<file path="src/rtl/mips_core_pkg.sv">
// Shared core types: branch outcome, BHT counter
// states and the saturating counter step.
package mips_core_pkg;

  localparam int ADDR_WIDTH = 32;

  typedef enum logic {
    NOT_TAKEN = 1'b0,
    TAKEN     = 1'b1
  } BranchOutcome;

  typedef enum logic [1:0] {
    STRONG_NT = 2'd0,
    WEAK_NT   = 2'd1,
    WEAK_T    = 2'd2,
    STRONG_T  = 2'd3
  } BhtCounter;

  function automatic BhtCounter bht_next(
    input BhtCounter    c,
    input BranchOutcome o
  );
    BhtCounter n;
    n = c;
    unique case (1'b1)
      (o == TAKEN && c != STRONG_T):
        n = BhtCounter'(c + 2'd1);
      (o == NOT_TAKEN && c != STRONG_NT):
        n = BhtCounter'(c - 2'd1);
      default: n = c;
    endcase
    return n;
  endfunction

endpackage

</file>
<file path="src/rtl/mips_core_ifc.sv">
// Decode/EX/hazard interfaces used by the
// branch predictor (pc, decoded branch, hazard, result).
interface pc_ifc;
  import mips_core_pkg::*;
  logic [ADDR_WIDTH-1:0] pc;
  modport in  (input pc);
  modport out (output pc);
endinterface

interface branch_decoded_ifc;
  import mips_core_pkg::*;
  logic                  valid;
  logic                  is_jump;
  logic [ADDR_WIDTH-1:0] target;
  BranchOutcome          prediction;
  logic [ADDR_WIDTH-1:0] target_post_predict;
  modport hazard (
    input  valid, is_jump, target,
    output prediction, target_post_predict
  );
  modport decode (
    output valid, is_jump, target,
    input  prediction, target_post_predict
  );
endinterface

interface hazard_control_ifc;
  logic flush;
  logic stall;
  modport in  (input flush, stall);
  modport out (output flush, stall);
endinterface

interface branch_result_ifc;
  import mips_core_pkg::*;
  logic                  valid;
  BranchOutcome          prediction;
  BranchOutcome          outcome;
  logic [ADDR_WIDTH-1:0] target;
  modport in  (input valid, prediction, outcome, target);
  modport out (output valid, prediction, outcome, target);
endinterface

</file>
<file path="src/rtl/bp_pending_fifo.sv">
// In-order FIFO of pending branch table indices.
// push/pop/clear in; head/full/empty/count and error pulses out.
module bp_pending_fifo #(
  parameter int WIDTH = 6,
  parameter int DEPTH = 4
) (
  input  logic                     clk,
  input  logic                     rst_n,
  input  logic                     push,
  input  logic [WIDTH-1:0]         push_data,
  input  logic                     pop,
  input  logic                     clear,
  output logic [WIDTH-1:0]         head,
  output logic                     full,
  output logic                     empty,
  output logic [$clog2(DEPTH):0]   count,
  output logic                     overflow,
  output logic                     underflow
);

  localparam int PW = $clog2(DEPTH);

  logic [WIDTH-1:0] mem [DEPTH];
  logic [PW-1:0]    rd_ptr;
  logic [PW-1:0]    wr_ptr;
  logic             do_push;
  logic             do_pop;

  assign full  = (count == (PW+1)'(DEPTH));
  assign empty = (count == '0);
  assign head  = mem[rd_ptr];

  assign do_pop    = pop && !empty;
  assign underflow = pop && empty;
  // A pop frees the slot, so push into a full FIFO is fine then.
  assign overflow  = push && full && !pop;
  // Clear discards any same-cycle push.
  assign do_push   = push && (!full || pop) && !clear;

  always_ff @(posedge clk) begin
    if (do_push) mem[wr_ptr] <= push_data;
  end

  always_ff @(posedge clk or negedge rst_n) begin
    if (!rst_n) begin
      rd_ptr <= '0;
      wr_ptr <= '0;
      count  <= '0;
    end else if (clear) begin
      rd_ptr <= wr_ptr;
      count  <= '0;
    end else begin
      if (do_push) wr_ptr <= wr_ptr + 1'b1;
      if (do_pop)  rd_ptr <= rd_ptr + 1'b1;
      unique case ({do_push, do_pop})
        2'b10:   count <= count + 1'b1;
        2'b01:   count <= count - 1'b1;
        default: count <= count;
      endcase
    end
  end

endmodule

</file>
<file path="src/rtl/branch_predictor_bimodal.sv">
// Bimodal branch predictor: 2-bit counter table, zero-latency
// prediction to decode, in-order training from EX, error flags, stats.
module branch_predictor_bimodal
  import mips_core_pkg::*;
#(
  parameter int INDEX_BITS = 6,
  parameter int PEND_DEPTH = 4
) (
  input  logic               clk,
  input  logic               rst_n,
  pc_ifc.in                  dec_pc,
  branch_decoded_ifc.hazard  dec_branch,
  hazard_control_ifc.in      dec_hc,
  branch_result_ifc.in       ex_result,
  output logic               mispredict,
  output logic               overflow_err,
  output logic               underflow_err,
  output logic [31:0]        branch_count,
  output logic [31:0]        mispredict_count
);

  localparam int ENTRIES = 1 << INDEX_BITS;
  localparam int CW      = $clog2(PEND_DEPTH) + 1;

  BhtCounter             bht [ENTRIES];
  logic [INDEX_BITS-1:0] idx;
  logic [INDEX_BITS-1:0] head;
  logic                  push;
  logic                  full;
  logic                  empty;
  logic                  ovf;
  logic                  unf;
  logic                  upd;
  logic [CW-1:0]         pend_count;
  logic [ADDR_WIDTH-1:0] pc_plus4;
  BranchOutcome          pred;
  logic [ADDR_WIDTH-1:0] tpp;
  logic                  unused_target;

  assign unused_target = ^{ex_result.target, full};

  assign idx      = dec_pc.pc[INDEX_BITS+1:2];
  assign pc_plus4 = dec_pc.pc + ADDR_WIDTH'(4);

  always_comb begin
    pred = NOT_TAKEN;
    tpp  = pc_plus4;
    unique case (1'b1)
      (dec_branch.valid && dec_branch.is_jump): begin
        pred = TAKEN;
        tpp  = dec_branch.target;
      end
      (dec_branch.valid && !dec_branch.is_jump
        && bht[idx][1]): begin
        pred = TAKEN;
        tpp  = dec_branch.target;
      end
      default: ;
    endcase
  end

  assign dec_branch.prediction          = pred;
  assign dec_branch.target_post_predict = tpp;

  assign push = dec_branch.valid && !dec_branch.is_jump
             && !dec_hc.stall && !dec_hc.flush;

  assign mispredict = ex_result.valid
    && (ex_result.prediction != ex_result.outcome);

  assign upd = ex_result.valid && !empty;

  bp_pending_fifo #(
    .WIDTH (INDEX_BITS),
    .DEPTH (PEND_DEPTH)
  ) u_fifo (
    .clk       (clk),
    .rst_n     (rst_n),
    .push      (push),
    .push_data (idx),
    .pop       (ex_result.valid),
    .clear     (mispredict),
    .head      (head),
    .full      (full),
    .empty     (empty),
    .count     (pend_count),
    .overflow  (ovf),
    .underflow (unf)
  );

  // Read and update of the same entry in one cycle: no bypass.
  always_ff @(posedge clk or negedge rst_n) begin
    if (!rst_n) begin
      for (int i = 0; i < ENTRIES; i++)
        bht[i] <= WEAK_NT;
    end else if (upd) begin
      bht[head] <= bht_next(bht[head], ex_result.outcome);
    end
  end

  always_ff @(posedge clk or negedge rst_n) begin
    if (!rst_n) begin
      overflow_err     <= 1'b0;
      underflow_err    <= 1'b0;
      branch_count     <= '0;
      mispredict_count <= '0;
    end else begin
      if (ovf) overflow_err <= 1'b1;
      if (unf) underflow_err <= 1'b1;
      if (ex_result.valid)
        branch_count <= branch_count + 32'd1;
      if (mispredict)
        mispredict_count <= mispredict_count + 32'd1;
    end
  end

endmodule

</file>
<file path="src/flat_wrapper.sv">
// flat-port wrapper written by rule: the top's interface ports become plain ports
module branch_predictor_bimodal_flat import mips_core_pkg::*;
#(
  parameter int INDEX_BITS = 6,
  parameter int PEND_DEPTH = 4
)
  (clk, rst_n, mispredict, overflow_err, underflow_err, branch_count, mispredict_count, dec_pc_pc, dec_branch_valid, dec_branch_is_jump, dec_branch_target, dec_branch_prediction, dec_branch_target_post_predict, dec_hc_flush, dec_hc_stall, ex_result_valid, ex_result_prediction, ex_result_outcome, ex_result_target);
  pc_ifc dec_pc_i ();
  branch_decoded_ifc dec_branch_i ();
  hazard_control_ifc dec_hc_i ();
  branch_result_ifc ex_result_i ();
  input  logic clk;
  input  logic rst_n;
  output logic mispredict;
  output logic overflow_err;
  output logic underflow_err;
  output logic [31:0] branch_count;
  output logic [31:0] mispredict_count;
  input wire logic [$bits(dec_pc_i.pc)-1:0] dec_pc_pc;
  input wire logic [$bits(dec_branch_i.valid)-1:0] dec_branch_valid;
  input wire logic [$bits(dec_branch_i.is_jump)-1:0] dec_branch_is_jump;
  input wire logic [$bits(dec_branch_i.target)-1:0] dec_branch_target;
  output wire logic [$bits(dec_branch_i.prediction)-1:0] dec_branch_prediction;
  output wire logic [$bits(dec_branch_i.target_post_predict)-1:0] dec_branch_target_post_predict;
  input wire logic [$bits(dec_hc_i.flush)-1:0] dec_hc_flush;
  input wire logic [$bits(dec_hc_i.stall)-1:0] dec_hc_stall;
  input wire logic [$bits(ex_result_i.valid)-1:0] ex_result_valid;
  input wire logic [$bits(ex_result_i.prediction)-1:0] ex_result_prediction;
  input wire logic [$bits(ex_result_i.outcome)-1:0] ex_result_outcome;
  input wire logic [$bits(ex_result_i.target)-1:0] ex_result_target;
  assign dec_pc_i.pc = dec_pc_pc;
  assign dec_branch_i.valid = dec_branch_valid;
  assign dec_branch_i.is_jump = dec_branch_is_jump;
  assign dec_branch_i.target = dec_branch_target;
  assign dec_branch_prediction = dec_branch_i.prediction;
  assign dec_branch_target_post_predict = dec_branch_i.target_post_predict;
  assign dec_hc_i.flush = dec_hc_flush;
  assign dec_hc_i.stall = dec_hc_stall;
  assign ex_result_i.valid = ex_result_valid;
  assign ex_result_i.prediction = ex_result_prediction;
  assign ex_result_i.outcome = ex_result_outcome;
  assign ex_result_i.target = ex_result_target;
  branch_predictor_bimodal #(.INDEX_BITS(INDEX_BITS), .PEND_DEPTH(PEND_DEPTH)) u_core (.clk(clk), .rst_n(rst_n), .dec_pc(dec_pc_i), .dec_branch(dec_branch_i), .dec_hc(dec_hc_i), .ex_result(ex_result_i), .mispredict(mispredict), .overflow_err(overflow_err), .underflow_err(underflow_err), .branch_count(branch_count), .mispredict_count(mispredict_count));
endmodule
</file>
<file path="config.mk">
export PLATFORM = sky130hd
export DESIGN_NAME = branch_predictor_bimodal_flat
export DESIGN_NICKNAME = d
export VERILOG_FILES = /design/src/rtl/mips_core_pkg.sv /design/src/rtl/mips_core_ifc.sv /design/src/rtl/bp_pending_fifo.sv /design/src/rtl/branch_predictor_bimodal.sv /design/src/flat_wrapper.sv
export SDC_FILE = /design/constraint.sdc
export NUM_CORES = 1
export LEC_CHECK = 0
export BUFFER_PORTS_ARGS = -buffer_cell sky130_fd_sc_hd__clkbuf_2
export CAP_MARGIN = 20
export CELL_PAD_IN_SITES_DETAIL_PLACEMENT = 2
export CELL_PAD_IN_SITES_GLOBAL_PLACEMENT = 2
export CORE_ASPECT_RATIO = 1.2
export CORE_MARGIN = 3
export CORE_UTILIZATION = 40
export CTS_CLUSTER_SIZE = 30
export DETAILED_ROUTE_END_ITERATION = 8
export GPL_ROUTABILITY_DRIVEN = 0
export PLACE_DENSITY = 0.89
export SLEW_MARGIN = 0
export SYNTH_ARGS = -nofsm -noshare
export SYNTH_HDL_FRONTEND = slang
export SYNTH_HIERARCHICAL = 1
export SYNTH_SLANG_ARGS = --single-unit
</file>
<file path="constraint.sdc">
create_clock -name clk -period 10.55 [get_ports clk]
set_input_delay 0.5275 -clock clk [delete_from_list [all_inputs] [get_ports clk]]
set_output_delay 0.5275 -clock clk [all_outputs]
set_load 0.02 [all_outputs]
</file>
==> qor.log, run 1 <==
qor: power_and_ir_drop.clockPowerShare 24.3%
qor: global_route.gr-max-usage-layer met2
qor: synthesis.dominantRegCellSynth dfrtp_1
qor: synthesis.yosys_register_bits 225
qor: power_and_ir_drop.p_sw_share 42.9%
qor: critical_path.crit_path_max_incr_delay 0.93 ns
qor: timing.finalSetupTns 0 ns
qor: finish.final_common_cell nand2_1
qor: clock_network.maximum_level_of_the_cts_h_tree 1
qor: global_route.antenna_found_initial 0
qor: synthesis.synthDistinctLibCells 59
qor: timing.report.final.setup_viol 0
qor: global_route.grt_use_met2 57.2%
qor: place.port-buffer-count 172
qor: drt.wl 52,300 um
qor: critical_path.kind_of_cell_adding_the_most_delay_to_the_critical_path compound AO/OA/AOI/OAI gates
qor: finish.finalNetCount 1,370
qor: synthesis.seq_area_frac_synth 48.4%
qor: global_route.met1_usage 37.4%
qor: global_route.gr-total-overflow 0
qor: drt.drtAntennaViolNets 0
qor: critical_path.cell_at_the_slowest_stage_of_the_critical_path a31oi_4
qor: floorplanning.io-pin-count 205
qor: drt.vias 10,676
qor: clock_network.cts-resized-gates 0
qor: timing.timing_hold_violations_final 0
qor: run_status.result_of_the_run complete, no violations
qor: drt.detail_route.wl_per_cell 31.4 um
qor: timing.layout_worst_path_cycle_share 48.5%
qor: drt.first_pass_iters 5
qor: clock_network.worst_setup_hold_path_clk_slew 0.06 ns
qor: critical_path.crit_path_cell_trace mux4_2, buf_4, mux4_2, a22oi_1, o2111ai_1, a2111o_1, a31oi_4, buf_4, o31ai_1
qor: clock_network.post-cts-setup-buffer-count 0
qor: critical_path.timing.critical_path.fanout_max 40
qor: clock_network.tritoncts.num_buffers 26
qor: floorplanning.starting_density_of_the_core 40.6%
qor: floorplanning.die_h 196 um
qor: critical_path.critPathKind reg2reg
qor: synthesis.synth_nets 1,212
qor: place.hpwl_after_detailed_placement 29,200 um
qor: floorplanning.rows 69
qor: timing.finalCriticalPeriod 5.12 ns
qor: synthesis.ys_warn_count 6
qor: timing.unrepaired_setup_endpoints_after_global_routing false
qor: clock_network.cts_buffer_depth 3
qor: global_route.via_count_of_the_first_global_routing_pass 11,921
qor: power_and_ir_drop.power_report.internal_total 2360 uW
qor: global_route.gr-usage-all-layers 32.1%
qor: power_and_ir_drop.design_power_total 4130 uW
qor: global_route.grt_util_met3 4.86%
qor: timing.achievable-frequency 0.195 GHz
qor: timing.fin_worst_skew 0.0276 ns
qor: finish.most-common-layout-cells nand2_1 (250), clkbuf_2 (171), dfrtp_1 (137), o31ai_1 (129), dfstp_2 (64)
qor: clock_network.cts_num_sinks 225
qor: critical_path.cp.buffers_inverters 2
qor: synthesis.post_synth.cell_area_avg 11.0 um2
qor: critical_path.crit_arrival 5.52 ns
qor: clock_network.clkLatencyLatePin 0.57 ns
qor: clock_network.clock_tree_from_tritoncts yes
qor: synthesis.synth_cells 1,099
qor: global_route.grt_first_pass_wirelength 79,100 um
qor: drt.drcViolationCount 0
qor: finish.area.growth.synth_to_final 18.0%
qor: clock_network.hold_buffers 0
qor: finish.fillers 2,984
qor: power_and_ir_drop.power_frac_seq 36.5%
qor: drt.detailedRoute.firstIterationViolations 1,020
qor: timing.timing.hold.ws 0.0527 ns
qor: synthesis.count_of_flip_flops_with_a_built_in_enable_after_synthesis 24
qor: timing.tightest_slew_margin_relative_to_the_limit 10.9%
qor: synthesis.asyncSetResetFlopFracSynth 89.3%
qor: power_and_ir_drop.leakage 0.00595 uW
qor: critical_path.required 10.95 ns
qor: worst_hold_path.min_path_type in2async
qor: timing.drv_slew 0
qor: floorplanning.die-area 32,300 um2
qor: critical_path.cp-end-kind flip-flop
qor: power_and_ir_drop.worst_ir_drop_vdd 0.000160 V
qor: critical_path.critPathLaunchType flip-flop
qor: synthesis.syn_area 12,100 um2
qor: power_and_ir_drop.power_per_cell_area 290 nW/um2
qor: flow_run.max_cap_violations 0
qor: finish.insertedDiodeCount 0
qor: floorplanning.floorplan.core_area 29,700 um2
qor: timing.worst-slew-pin-transition 1.33 ns
qor: power_and_ir_drop.share_comb_of_total_power 39.2%
qor: finish.fraction_of_layout_cells_with_a_size_suffix_above_1 31.3%
qor: floorplanning.die-width 164 um
qor: global_route.maximum_number_of_pins_on_one_net_before_global_route_repair 87
qor: clock_network.clock_tree.root_cell clkbuf_16
qor: drt.routed_via_density 6.40
qor: power_and_ir_drop.switchingPower 1770 uW
==> registers in the layout (all words and copies together) (netlist names) <==
| register | cells |
|---|---|
| u_core/u_fifo/count | 3 |
| u_core/underflow_err | 1 |
| u_core/mispredict_count | 32 |
| u_core/overflow_err | 1 |
| u_core/u_fifo/rd_ptr | 2 |
| u_core/bht | 128 |
| u_core/u_fifo/wr_ptr | 2 |
| u_core/u_fifo/mem | 24 |
| u_core/branch_count | 32 |
==> per-stage QoR <==
step           util (%)  std cells  area, um2  setup WS, ns
6_report           47.9       1667      14200          5.43
3_3_place_gp       44.6       1615      13200          5.64
4_1_cts            47.8       1664      14200          5.24
3_5_place_dp       44.6       1616      13300          5.46
2_1_floorplan         -       1099      12100          7.03
5_1_grt            47.9       1667      14200          5.30
==> logic make-up (layout without fill, tap and decap cells) <==
group / Yosys count / count (layout) / share of synthesized area [%]
buffers and inverters: 74 / 252 / 2.94
AND/OR/NAND/NOR: 426 / 426 / 16.0
adder cells (fa/ha/maj): 8 / 8 / 0.893
XOR/XNOR: 94 / 94 / 6.83
flip-flops: 225 / 225 / 48.4
multiplexers: 103 / 103 / 14.2
AO/OA/AOI/OAI: 169 / 169 / 10.8
==> layer usage <==
layer	part of all wire (%)	wire (um)
met1	36	18900
met3	6.6	3460
met5	0	0
met4	5.6	2910
met2	52	27100
==> path summary, 6_finish.rpt <==
path                                                startpoint                             endpoint  slack (ns)  cells after the start
setup / recovery           u_core/u_fifo/rd_ptr[0]$_DFFE_PN0P_            u_core/bht[9]$_DFFE_PN0P_        5.43                      9
hold / removal                                           rst_n           u_core/bht[79]$_DFFE_PN0P_        0.05                      1
setup reg to reg           u_core/u_fifo/rd_ptr[0]$_DFFE_PN0P_            u_core/bht[9]$_DFFE_PN0P_        5.43                      9
hold reg to reg            u_core/branch_count[31]$_DFFE_PN0P_  u_core/branch_count[31]$_DFFE_PN0P_        0.47                      1
max in group asynchronous                                rst_n           u_core/bht[25]$_DFFE_PN0P_        9.02                      2
min in group clk                                  dec_pc_pc[7]    u_core/u_fifo/mem[2][5]$_DFFE_PP_        0.35                      1
==> cells in the mapped netlist (6+ instances only) <==
| library cell | instances | share of area [%] |
|---|---|---|
| mux2_2 | 39 | 3.6 |
| and2_1 | 10 | 0.52 |
| xor2_1 | 31 | 2.3 |
| a22oi_1 | 7 | 0.44 |
| o31ai_1 | 129 | 8.0 |
| mux4_2 | 50 | 9.3 |
| nor2_1 | 36 | 1.1 |
| nand4_1 | 13 | 0.67 |
| xnor2_1 | 63 | 4.6 |
| dfrtp_1 | 137 | 28 |
| dfstp_2 | 64 | 14 |
| inv_1 | 16 | 0.50 |
| nor3_1 | 15 | 0.62 |
| and3_1 | 23 | 1.2 |
| nand2b_1 | 6 | 0.31 |
| buf_6 | 7 | 0.65 |
| edfxtp_1 | 24 | 6.0 |
| nand2_1 | 250 | 7.8 |
| buf_2 | 19 | 0.79 |
| clkbuf_1 | 28 | 0.87 |
| nand3_1 | 38 | 1.6 |
| ha_1 | 7 | 0.73 |
| mux2i_1 | 13 | 1.1 |
==> layout make-up <==
cell class | instances | area [um2] | area share, %
clock buffer | 40 | 793 | 5.58
inverter | 16 | 60.1 | 0.422
clock inverter | 8 | 144 | 1.01
sequential | 225 | 5830 | 41.0
multi-input combinational | 800 | 5910 | 41.5
timing repair buffer | 188 | 1000 | 7.04
tap | 390 | 488 | 3.43
==> power groups by stage <==
stage	Sequential (uW)	Combinational, uW	Clock (uW)
after floorplan	1390	1020	0
after CTS	1490	1570	1020
after detailed placement	1470	1450	0
after global routing	1530	1680	1060
after global placement	1430	1350	0
final	1510	1620	1000
Power figures use the tool's default switching activity.
==> inputs of run 2 (changes only) <==
--- a/config.mk
+++ b/config.mk
@@ -5,17 +5,18 @@
 export SDC_FILE = /design/constraint.sdc
 export NUM_CORES = 1
 export LEC_CHECK = 0
+export ABC_AREA = 1
 export BUFFER_PORTS_ARGS = -buffer_cell sky130_fd_sc_hd__clkbuf_2
 export CAP_MARGIN = 20
 export CELL_PAD_IN_SITES_DETAIL_PLACEMENT = 2
 export CELL_PAD_IN_SITES_GLOBAL_PLACEMENT = 2
 export CORE_ASPECT_RATIO = 1.2
 export CORE_MARGIN = 3
-export CORE_UTILIZATION = 40
+export CORE_UTILIZATION = 29
 export CTS_CLUSTER_SIZE = 30
 export DETAILED_ROUTE_END_ITERATION = 8
 export GPL_ROUTABILITY_DRIVEN = 0
-export PLACE_DENSITY = 0.89
+export PLACE_DENSITY = 0.79
 export SLEW_MARGIN = 0
 export SYNTH_ARGS = -nofsm -noshare
 export SYNTH_HDL_FRONTEND = slang
==> constraint.sdc (replaced) <==
create_clock -name clk -period 4.3 [get_ports clk]
set_input_delay 0.215 -clock clk [delete_from_list [all_inputs] [get_ports clk]]
set_output_delay 0.215 -clock clk [all_outputs]
set_load 0.02 [all_outputs]
==> qor.log, run 2 <==
qor: run_status.result_of_the_run complete, no violations [unchanged]
qor: timing.timing.hold.ws 0.0577 ns [was 0.0527 ns]
qor: clock_network.cts-resized-gates 0 [unchanged]
qor: critical_path.critPathKind reg2reg [unchanged]
qor: clock_network.clock_tree_from_tritoncts yes [unchanged]
qor: finish.largest_reg_by_ff_count u_core/bht [unchanged]
qor: clock_network.maximum_level_of_the_cts_h_tree 1 [unchanged]
qor: clock_network.cts_num_sinks 225 [unchanged]
qor: drt.vias 13,523 [was 10,676]
qor: drt.first_pass_iters 7 [was 5]
qor: timing.timing_hold_violations_final 0 [unchanged]
qor: critical_path.timing.critical_path.from u_core/u_fifo/rd_ptr[0]$_DFFE_PN0P_ [unchanged]
qor: drt.routed_via_density 5.03 [was 6.40]
qor: finish.top_regs u_core/bht: 128 flops, u_core/branch_count: 32 flops, u_core/mispredict_count: 32 flops [unchanged]
qor: worst_hold_path.min_path_type in2reg [was in2async]
qor: timing.worst-slew-pin-transition 1.02 ns [was 1.33 ns]
qor: timing.unrepaired_setup_endpoints_after_global_routing false [unchanged]
qor: finish.flip_flop_count_of_the_largest_register_all_copies_and_words_added 128 [unchanged]
qor: floorplanning.rows 86 [was 69]
qor: timing.finalSetupTns 0 ns [unchanged]
qor: timing.achievable-frequency 0.285 GHz [was 0.195 GHz]
qor: synthesis.synth_nets 2,007 [was 1,212]
qor: critical_path.ff2ff_setup_slack 0.79 ns [was 5.43 ns]
qor: drt.drcViolationCount 0 [unchanged]
qor: floorplanning.die_h 244 um [was 196 um]
qor: clock_network.worst_setup_hold_path_clk_slew 0.06 ns [about the same]
qor: power_and_ir_drop.power_per_cell_area 706 nW/um2 [was 290 nW/um2]
qor: power_and_ir_drop.worst_ir_drop_vdd 0.000660 V [was 0.000160 V]
qor: synthesis.post_synth.cell_area_avg 7.21 um2 [was 11.0 um2]
qor: floorplanning.die-area 49,700 um2 [was 32,300 um2]
qor: timing.report.final.setup_viol 0 [unchanged]
qor: drt.detailedRoute.firstIterationViolations 635 [was 1,020]
qor: clock_network.clock_tree.root_cell clkbuf_16 [unchanged]
qor: finish.area.growth.synth_to_final 18.1% [was 18.0%]
qor: critical_path.reg2reg_launch_point u_core/u_fifo/rd_ptr[0]$_DFFE_PN0P_ [unchanged]
qor: clock_network.hold_buffers 1 [was 0]
qor: timing.finalCriticalPeriod 3.51 ns [was 5.12 ns]
qor: finish.fillers 5,520 [was 2,984]
qor: global_route.gr-usage-all-layers 21.9% [was 32.1%]
qor: synthesis.ys_warn_count 6 [unchanged]
qor: place.port-buffer-count 172 [unchanged]
qor: finish.most-common-layout-cells nand2_1 (639), inv_1 (242), nand3_1 (214), clkbuf_2 (171), nor2_1 (155) [was nand2_1 (250), clkbuf_2 (171), dfrtp_1 (137), o31ai_1 (129), dfstp_2 (64)]
qor: floorplanning.floorplan.core_area 46,300 um2 [was 29,700 um2]
qor: timing.layout_worst_path_cycle_share 81.6% [was 48.5%]
qor: flow_run.max_cap_violations 0 [unchanged]
qor: timing.fin_worst_skew 0.0176 ns [was 0.0276 ns]
qor: clock_network.cts_buffer_depth 3 [unchanged]
qor: clock_network.clkLatencyLatePin 0.56 ns [was 0.57 ns]
qor: critical_path.cp-end-kind flip-flop [unchanged]
qor: finish.insertedDiodeCount 0 [unchanged]
qor: critical_path.worst-r2r-cell-count 16 [was 9]
qor: timing.tightest_slew_margin_relative_to_the_limit 32.2% [was 10.9%]
qor: drt.drtAntennaViolNets 0 [unchanged]
qor: synthesis.syn_area 13,700 um2 [was 12,100 um2]
qor: power_and_ir_drop.leakage 0.00796 uW [was 0.00595 uW]
qor: drt.wl 55,100 um [was 52,300 um]
qor: global_route.via_count_of_the_first_global_routing_pass 15,359 [was 11,921]
qor: critical_path.required 4.80 ns [was 10.95 ns]
qor: global_route.grt_first_pass_wirelength 87,100 um [was 79,100 um]
qor: critical_path.r2r-end u_core/bht[27]$_DFFE_PN0P_ [was u_core/bht[9]$_DFFE_PN0P_]
qor: floorplanning.io-pin-count 205 [unchanged]
qor: critical_path.crit_arrival 4.01 ns [was 5.52 ns]
qor: global_route.antenna_found_initial 0 [unchanged]
qor: clock_network.tritoncts.num_buffers 26 [unchanged]
qor: global_route.gr-total-overflow 0 [unchanged]
qor: finish.finalNetCount 2,165 [was 1,370]
qor: critical_path.crit_path_end u_core/bht[27]$_DFFE_PN0P_ [was u_core/bht[9]$_DFFE_PN0P_]
qor: clock_network.post-cts-setup-buffer-count 0 [unchanged]
qor: finish.final_common_cell nand2_1 [unchanged]
qor: critical_path.critPathLaunchType flip-flop [unchanged]
qor: global_route.maximum_number_of_pins_on_one_net_before_global_route_repair 112 [was 87]
qor: floorplanning.starting_density_of_the_core 29.5% [was 40.6%]
qor: synthesis.synth_cells 1,894 [was 1,099]
qor: place.hpwl_after_detailed_placement 37,800 um [was 29,200 um]
qor: timing.drv_slew 0 [unchanged]
qor: drt.detail_route.wl_per_cell 20.5 um [was 31.4 um]
qor: finish.fraction_of_layout_cells_with_a_size_suffix_above_1 16.5% [was 31.3%]
qor: floorplanning.die-width 204 um [was 164 um]
qor: critical_path.timing.critical_path.fanout_max 33 [was 40]
==> run 2: cell type report <==
cell class	count	area, um2	share of cell area, %
Clock buffer	38	787	4.88
Clock inverter	10	116	0.722
Sequential cell	225	5830	36.2
Inverter	249	948	5.88
Tap cell	616	771	4.78
Multi-Input combinational cell	1351	6490	40.2
Timing Repair Buffer	199	1180	7.33
==> run 2: worst max-delay path: stages (launching register included) <==
cell and delay [ns]:
dfrtp_1 0.38, inv_1 0.34, o21ai_0 0.16, o22ai_1 0.51, inv_2 0.10, nor2_4 0.54
o211ai_1 0.22, nand2_1 0.13, o21ai_1 0.10, nand2_1 0.16, nor2_1 0.08, nand2_2 0.09
nand2_1 0.09, nand2_4 0.10, buf_12 0.23, nand2_1 0.13, nand2_1 0.08
==> run 2: metal layers <==
layer | global-route usage, % | part of all wire [%] | routed length [um]
met1 | 25.8 | 41 | 22600
met4 | 7.45 | 3.5 | 1920
met3 | 2.54 | 3.7 | 2010
met5 | 0 | 0 | 0
met2 | 41.0 | 52 | 28600
==> run 2: how the worst min path moves through the flow <==
stage / startpoint / end / slack [ns] / depth (start not counted)
6_report: dec_pc_pc[2] / u_core/u_fifo/mem[0][0]$_DFFE_PP_ / 0.06 / 1
5_1_grt: dec_pc_pc[5] / u_core/u_fifo/mem[1][3]$_DFFE_PP_ / 0.05 / 1
4_1_cts: dec_pc_pc[5] / u_core/u_fifo/mem[0][3]$_DFFE_PP_ / 0.05 / 1
3_5_place_dp: rst_n / u_core/u_fifo/wr_ptr[1]$_DFFE_PN0P_ / 0.44 / 1
3_3_place_gp: rst_n / u_core/u_fifo/rd_ptr[0]$_DFFE_PN0P_ / 0.42 / 1
2_1_floorplan: rst_n / u_core/bht[101]$_DFFE_PN0P_ / -0.08 / 0
==> run 2: power breakdown <==
group,switching [uW],internal [uW]
combinational,4070,1580
clock,977,1390
sequential,434,2930
==> run 2: through the flow <==
| step | total power [uW] | cells | util, % | worst slack (ns) | cell area, um2 |
|---|---|---|---|---|---|
| CTS | 11500 | 2687 | 34.8 | 0.783 | 16100 |
| finish | 11400 | 2688 | 34.9 | 0.791 | 16100 |
| detailed placement | 8990 | 2638 | 32.8 | 0.834 | 15200 |
| global route | 12100 | 2688 | 34.9 | 0.471 | 16100 |
| global placement | 8800 | 2638 | 32.8 | 0.927 | 15200 |
| floorplan | 6870 | 1894 | - | 1.76 | 13700 |
